<file path="src/rtl/arp_table_learner.sv">
// ARP table learner: snoops the RX stream for ARP replies (optionally requests),
// learns sender IP/MAC into the ARP table write port, and shares that port with
// host-register writes. The stream itself passes through combinationally.
//
// state    | meaning
// IDLE     | waiting for a qualifying ARP SOP beat
// SCAN     | comparing captured SPA against one shadow entry per cycle
// WRITE    | issuing the learned entry (yields to a pending software write)
// WAIT_ACK | learned write outstanding, waiting for tbl_wr_ack
module arp_table_learner #(
  parameter int C_AXIS_DATA_WIDTH  = 256,
  parameter int C_AXIS_TUSER_WIDTH = 128,
  parameter int SRC_PORT_POS       = 16,
  parameter int LEARN_BASE         = 16,
  parameter bit LEARN_REQUESTS     = 1'b0
) (
  input  logic                             AXI_ACLK,
  input  logic                             reset,
  input  logic [C_AXIS_DATA_WIDTH-1:0]     S_AXIS_TDATA,
  input  logic [C_AXIS_DATA_WIDTH/8-1:0]   S_AXIS_TSTRB,
  input  logic [C_AXIS_TUSER_WIDTH-1:0]    S_AXIS_TUSER,
  input  logic                             S_AXIS_TVALID,
  input  logic                             S_AXIS_TLAST,
  output logic                             S_AXIS_TREADY,
  output logic [C_AXIS_DATA_WIDTH-1:0]     M_AXIS_TDATA,
  output logic [C_AXIS_DATA_WIDTH/8-1:0]   M_AXIS_TSTRB,
  output logic [C_AXIS_TUSER_WIDTH-1:0]    M_AXIS_TUSER,
  output logic                             M_AXIS_TVALID,
  output logic                             M_AXIS_TLAST,
  input  logic                             M_AXIS_TREADY,
  input  logic                             sw_wr_req,
  input  logic [4:0]                       sw_wr_addr,
  input  logic [95:0]                      sw_wr_data,
  output logic                             sw_wr_ack,
  output logic                             tbl_wr_req,
  output logic [4:0]                       tbl_wr_addr,
  output logic [95:0]                      tbl_wr_data,
  input  logic                             tbl_wr_ack,
  input  logic                             learn_en,
  input  logic                             counter_clr,
  output logic [31:0]                      learn_count,
  output logic [31:0]                      learn_drop_count
);

  typedef enum logic [1:0] {IDLE, SCAN, WRITE, WAIT_ACK} state_t;

  localparam logic [4:0] LB = 5'(LEARN_BASE);

  state_t      state, state_n;
  logic [4:0]  idx, idx_n, target, target_n, ptr;
  logic        miss_alloc, miss_alloc_n;
  logic [31:0] spa_q;
  logic [47:0] sha_q;
  logic [31:0] shadow [32];
  logic [31:0] valid;
  logic        sop;
  logic        sw_pend;
  logic [4:0]  sw_addr_q;
  logic [95:0] sw_data_q;
  logic        ack_pend, ack_sw;
  logic [4:0]  ack_addr;
  logic [31:0] ack_ip;
  logic        hs, is_arp, oper_ok, port_ok, qualify;
  logic        issue_sw, issue_learn, learn_done, sw_done, wr_done, hazard, drop;
  logic [7:0]  src_port;

  assign M_AXIS_TDATA  = S_AXIS_TDATA;
  assign M_AXIS_TSTRB  = S_AXIS_TSTRB;
  assign M_AXIS_TUSER  = S_AXIS_TUSER;
  assign M_AXIS_TVALID = S_AXIS_TVALID;
  assign M_AXIS_TLAST  = S_AXIS_TLAST;
  assign S_AXIS_TREADY = M_AXIS_TREADY;

  assign hs       = S_AXIS_TVALID && M_AXIS_TREADY;
  assign src_port = S_AXIS_TUSER[SRC_PORT_POS +: 8];
  assign port_ok  = (src_port & 8'h55) != 8'h00;
  assign is_arp   = (S_AXIS_TDATA[159:144] == 16'h0806) && (S_AXIS_TDATA[143:128] == 16'h0001) &&
                    (S_AXIS_TDATA[127:112] == 16'h0800) && (S_AXIS_TDATA[111:104] == 8'd6) &&
                    (S_AXIS_TDATA[103:96] == 8'd4);
  assign oper_ok  = (S_AXIS_TDATA[95:80] == 16'd2) || (LEARN_REQUESTS && S_AXIS_TDATA[95:80] == 16'd1);
  assign qualify  = hs && sop && is_arp && oper_ok && port_ok && learn_en && (S_AXIS_TDATA[31:0] != 32'h0);
  assign drop     = qualify && (state != IDLE);

  // Completions: acks always belong to the request issued the previous cycle.
  assign wr_done   = tbl_wr_ack && ack_pend;
  assign sw_done   = wr_done && ack_sw;
  assign sw_wr_ack = sw_done;
  assign hazard    = sw_done && (ack_ip == spa_q);

  // Learner next-state, issue arbitration and table port drive.
  always_comb begin
    state_n      = state;
    idx_n        = idx;
    target_n     = target;
    miss_alloc_n = miss_alloc;
    issue_learn  = 1'b0;
    learn_done   = 1'b0;
    issue_sw     = sw_pend && (state != WAIT_ACK);
    case (state)
      IDLE: begin
        if (qualify) begin
          state_n = SCAN;
          idx_n   = 5'd0;
        end
      end
      SCAN: begin
        if (hazard) begin
          state_n = IDLE;
        end else if (valid[idx] && shadow[idx] == spa_q) begin
          if (idx >= LB) begin
            target_n     = idx;
            miss_alloc_n = 1'b0;
            state_n      = WRITE;
          end else begin
            state_n = IDLE;
          end
        end else if (idx == 5'd31) begin
          target_n     = ptr;
          miss_alloc_n = 1'b1;
          state_n      = WRITE;
        end else begin
          idx_n = idx + 5'd1;
        end
      end
      WRITE: begin
        if (hazard) begin
          state_n = IDLE;
        end else if (!sw_pend) begin
          issue_learn = 1'b1;
          state_n     = WAIT_ACK;
        end
      end
      WAIT_ACK: begin
        if (wr_done && !ack_sw) begin
          learn_done = 1'b1;
          state_n    = IDLE;
        end
      end
      default: state_n = IDLE;
    endcase
    tbl_wr_req  = issue_sw || issue_learn;
    tbl_wr_addr = issue_sw ? sw_addr_q : target;
    tbl_wr_data = issue_sw ? sw_data_q : {16'h0, sha_q, spa_q};
  end

  // Learner state, scan index, capture and replacement pointer.
  always_ff @(posedge AXI_ACLK) begin
    if (reset) begin
      state      <= IDLE;
      idx        <= 5'd0;
      target     <= LB;
      miss_alloc <= 1'b0;
      ptr        <= LB;
      spa_q      <= 32'h0;
      sha_q      <= 48'h0;
    end else begin
      state      <= state_n;
      idx        <= idx_n;
      target     <= target_n;
      miss_alloc <= miss_alloc_n;
      if (state == IDLE && qualify) begin
        spa_q <= S_AXIS_TDATA[31:0];
        sha_q <= S_AXIS_TDATA[79:32];
      end
      if (learn_done && miss_alloc)
        ptr <= (ptr == 5'd31) ? LB : ptr + 5'd1;
    end
  end

  // SOP tracker follows handshaked beats.
  always_ff @(posedge AXI_ACLK) begin
    if (reset)   sop <= 1'b1;
    else if (hs) sop <= S_AXIS_TLAST;
  end

  // One-deep software write holding register; a newer request overwrites it.
  always_ff @(posedge AXI_ACLK) begin
    if (reset) begin
      sw_pend   <= 1'b0;
      sw_addr_q <= 5'd0;
      sw_data_q <= 96'h0;
    end else if (sw_wr_req) begin
      sw_pend   <= 1'b1;
      sw_addr_q <= sw_wr_addr;
      sw_data_q <= sw_wr_data;
    end else if (issue_sw) begin
      sw_pend <= 1'b0;
    end
  end

  // Remember the in-flight write so its ack can update the shadow copy.
  always_ff @(posedge AXI_ACLK) begin
    if (reset) begin
      ack_pend <= 1'b0;
      ack_sw   <= 1'b0;
      ack_addr <= 5'd0;
      ack_ip   <= 32'h0;
      valid    <= 32'h0;
    end else begin
      ack_pend <= tbl_wr_req;
      ack_sw   <= issue_sw;
      ack_addr <= tbl_wr_addr;
      ack_ip   <= tbl_wr_data[31:0];
      if (wr_done) valid[ack_addr] <= 1'b1;
    end
  end

  // Shadow IP array; contents are qualified by valid so it needs no reset.
  always_ff @(posedge AXI_ACLK) begin
    if (wr_done) shadow[ack_addr] <= ack_ip;
  end

  // Saturating counters; clear wins over a same-cycle increment.
  always_ff @(posedge AXI_ACLK) begin
    if (reset || counter_clr) begin
      learn_count      <= 32'h0;
      learn_drop_count <= 32'h0;
    end else begin
      if (learn_done && learn_count != 32'hFFFF_FFFF) learn_count <= learn_count + 32'd1;
      if (drop && learn_drop_count != 32'hFFFF_FFFF)  learn_drop_count <= learn_drop_count + 32'd1;
    end
  end

endmodule

</file>
<file path="config.mk">
export PLATFORM = sky130hd
export DESIGN_NAME = arp_table_learner
export DESIGN_NICKNAME = d
export VERILOG_FILES = /design/src/rtl/arp_table_learner.sv
export SDC_FILE = /design/constraint.sdc
export NUM_CORES = 2
export LEC_CHECK = 0
export BUFFER_PORTS_ARGS = -buffer_cell sky130_fd_sc_hd__buf_2
export CAP_MARGIN = 20
export CORE_AREA = 4 4 429 431
export CTS_BUF_LIST = sky130_fd_sc_hd__clkbuf_4 sky130_fd_sc_hd__clkbuf_8
export CTS_CLUSTER_DIAMETER = 30
export DETAILED_ROUTE_END_ITERATION = 16
export DIE_AREA = 0 0 433 435
export PLACE_DENSITY = 0.62
export SLEW_MARGIN = 40
export SYNTH_ARGS = -nofsm -noshare
export SYNTH_HDL_FRONTEND = slang
export SYNTH_SLANG_ARGS = --single-unit
</file>
<file path="constraint.sdc">
create_clock -name AXI_ACLK -period 9.8 [get_ports AXI_ACLK]
set_clock_uncertainty 0.1 [all_clocks]
set_input_delay 0.98 -clock AXI_ACLK [delete_from_list [all_inputs] [get_ports AXI_ACLK]]
set_output_delay 0.98 -clock AXI_ACLK [all_outputs]
set_load 0.05 [all_outputs]
</file>
==> flow_summary.toml <==
[worst_setup_path]
cpMostUsedCell = "nand2_1"
cp_slowest_cell = "nand2_4"
cpLargestDelayFamily = "simple AND/OR/NAND/NOR gates"
path_class = "reg -> out"
r2r_cells = 12
cp-end-kind = "output pin"
critPathBufInv = 2
cp_cell_sequence = "nand2_1, nand2_4, buf_4, nand2_1, nand2_1, buf_2"
crit_start = "state[0]"
cp.required_ns = 8.72
startpoint_type = "flip-flop"
crit_fanout = 48
r2r_setup_slack_ns = 4.69
crit_arrival_ns = 4.06
max_stage_delay_ns = 0.65

[sta]
fmax_mhz = 195
report.final.slew_viol_count = 0
finalWorstSetupSlack_ns = 4.66
setup_tns_ns = 0
setup_viol = 0
finalCritPeriodShare_pct = 52.4
hold_viol_final = 0
fin_crit_ns = 5.14
rsz0062_at_grt = "false"
slew_headroom_pct = 39.2
worstMarginPinSlew_ns = 0.912

[synthesis]
yosys_most_used_dff = "edfxtp_1"
synthTopCellsByArea = "edfxtp_1, dfxtp_1, mux2i_1"
yosys-top-cells-count = "edfxtp_1, buf_4, mux2i_1"
synth.top_cell.area_share_pct = 53.2
yosysSeqAreaShare_pct = 65.0
ys_ff_latch = 1365
synth_edf_count = 1024
yosys.cell_count.top_type = "edfxtp_1"
syn-cell-area_sq_mm = 0.0578
yosysWarnings = 0
synth_cells = 4089
postSynthAreaPerCell_sq_um = 14.1
async_reset_ff_share_pct = 0
synthesis.nets = 4620
synth_cell_types = 71
synth.largest_area_cell = "edfxtp_1"

[placed_design]
portBuffers = 607
gp_congestion = 0.967
dp_hpwl_um = 140000
dp_slack_ns = 4.71

[clock_network]
h-tree-depth = 5
cts_tree = "built"
clk_pin_slew_ns = 0.06
cts.hold.buffers_added = 0
clk_path_buf_depth = 4
clkSinkCount = 1365
clk_latency_ns = 0.95
cts_setup_buffers = 0
cts_buffers = 274
cts_resized = 0
cts_root_buf = "clkbuf_8"

[route]
vias = 36500
via_per_inst = 5.21
drtIter0Drc = 3648
wl_per_cell_um = 29.9
drc_errors = 0
routed_wl_um = 210000
dr.pass1.iters = 6
ant_nets = 0

[cells_and_area]
post_route_cells_drive_above_1_share_pct = 30.6
register_area_sq_mm = 0.0376
nFillCells = 17100
finalNetCount = 4975
area_delta_synth_final_pct = 15.0
multiInputGateArea_sq_mm = 0.0163

[global_routing]
grt_pass1_wl_um = 285000
grt_overflow_total = 0
grt_pass1_vias = 36100
grt_max_degree = 113
antenna_found_initial = 26
grt_use_total_pct = 21.4

[job]
maxCapViolCount = 0

[floorplan]
die_y_um = 435
die_w_um = 433
start_util_pct = 32.1
io-pin-count = 1112
rows = 156
dieArea_sq_mm = 0.188
fp.coreArea_sq_mm = 0.180

[worst_hold_path]
hp-class = "in -> reg"
hold_depth = 3
whs_endpoint = "sw_data_q[17]"
hold_start = "sw_wr_data[17]"

[power]
p_per_area_mw_per_mm2 = 192
power_w = 0.0128
p_leak_nw = 23.2
ir_worst_vdd_v = 0.000112

[status]
status = "completed"
[final cells by class]
type,count,area share [%]
clock inverters,104,1.55
clock buffers,355,6.80
inverters,20,0.117
well taps,2370,4.46
repair buffers,697,5.92
multi-input cells,2086,24.5
diodes,11,0.0414
flip-flops and latches,1365,56.6
[flip-flops by register name, summed over array words and instances, names as in the netlist, 2 cells and up, named ones only]
name	count
valid	32
sha_q	48
learn_count	32
idx	5
ack_addr	5
sw_addr_q	5
ptr	5
sw_data_q	96
spa_q	32
ack_ip	32
shadow	1024
state	2
learn_drop_count	32
target	5
[report_power, final]
group | internal (W) | switching [W] | total, W | leakage [nW]
sequential | 0.00619 | 0.0000401 | 0.00623 | 11.3
clock | 0.00349 | 0.00244 | 0.00593 | 2.90
combinational | 0.000184 | 0.000440 | 0.000624 | 8.97
total | 0.00986 | 0.00292 | 0.0128 | 23.2
[tightest hold or removal path, stage by stage]
cell     delay (ns)
buf_2          0.07
mux2i_1        0.05
nor2_1         0.08
[metal layers]
metal	GRT usage (%)	wire [um]
met5	0.359	226
met4	12.8	13700
met3	6.99	23000
met2	35.9	103000
met1	23.6	70100
[cells in the final DEF (no fill, tap or decap), types with 25 or more instances in the layout]
cell type,Yosys,layout
buf_2,25,605
nor2_4,0,33
mux2i_1,408,408
a21oi_1,29,28
buf_4,441,67
and3_1,29,29
edfxtp_1,1024,1024
a22oi_1,65,65
clkbuf_8,0,298
nor4_1,39,34
dfxtp_1,341,313
clkbuf_4,0,58
nand4_1,78,78
xor2_1,59,59
mux4_2,170,170
nand2_1,405,404
nand3_1,79,78
xnor2_1,54,54
o21ai_0,27,27
and2_1,50,50
clkinv_2,0,39
dfxtp_2,0,25
nor2_1,388,348
[cells by family after synthesis]
kind of cell / synth area share, %
xor gates and xnor gates: 1.71
buffers and inverters: 7.42
and+or+nand+nor: 9.37
muxes: 13.8
adders and majority gates: 0.108
AOI/OAI and AO/OA: 2.59
DFF: 65.0
[worst max-delay path by stage]
stage	end	slack, ns	cells past startpoint
after floorplan	learn_drop_count[27]	6.04	11
after global placement	learn_drop_count[27]	4.37	11
after detailed placement	learn_drop_count[27]	4.71	11
after CTS	tbl_wr_data[30]	4.55	7
after global routing	tbl_wr_data[30]	4.49	7
final	tbl_wr_data[49]	4.66	6
[metrics by stage]
stage	area [sq um]	hold slack [ns]	cells	util [%]
final	66500	0.168	7008	36.9
after floorplan	57800	0.335	4089	-
after detailed placement	60900	0.355	6537	33.8
after global routing	66500	0.138	7004	36.9
after CTS	66400	0.0882	6996	36.9
after global placement	60600	0.345	6528	33.6
(Power assumes the default switching activity.)
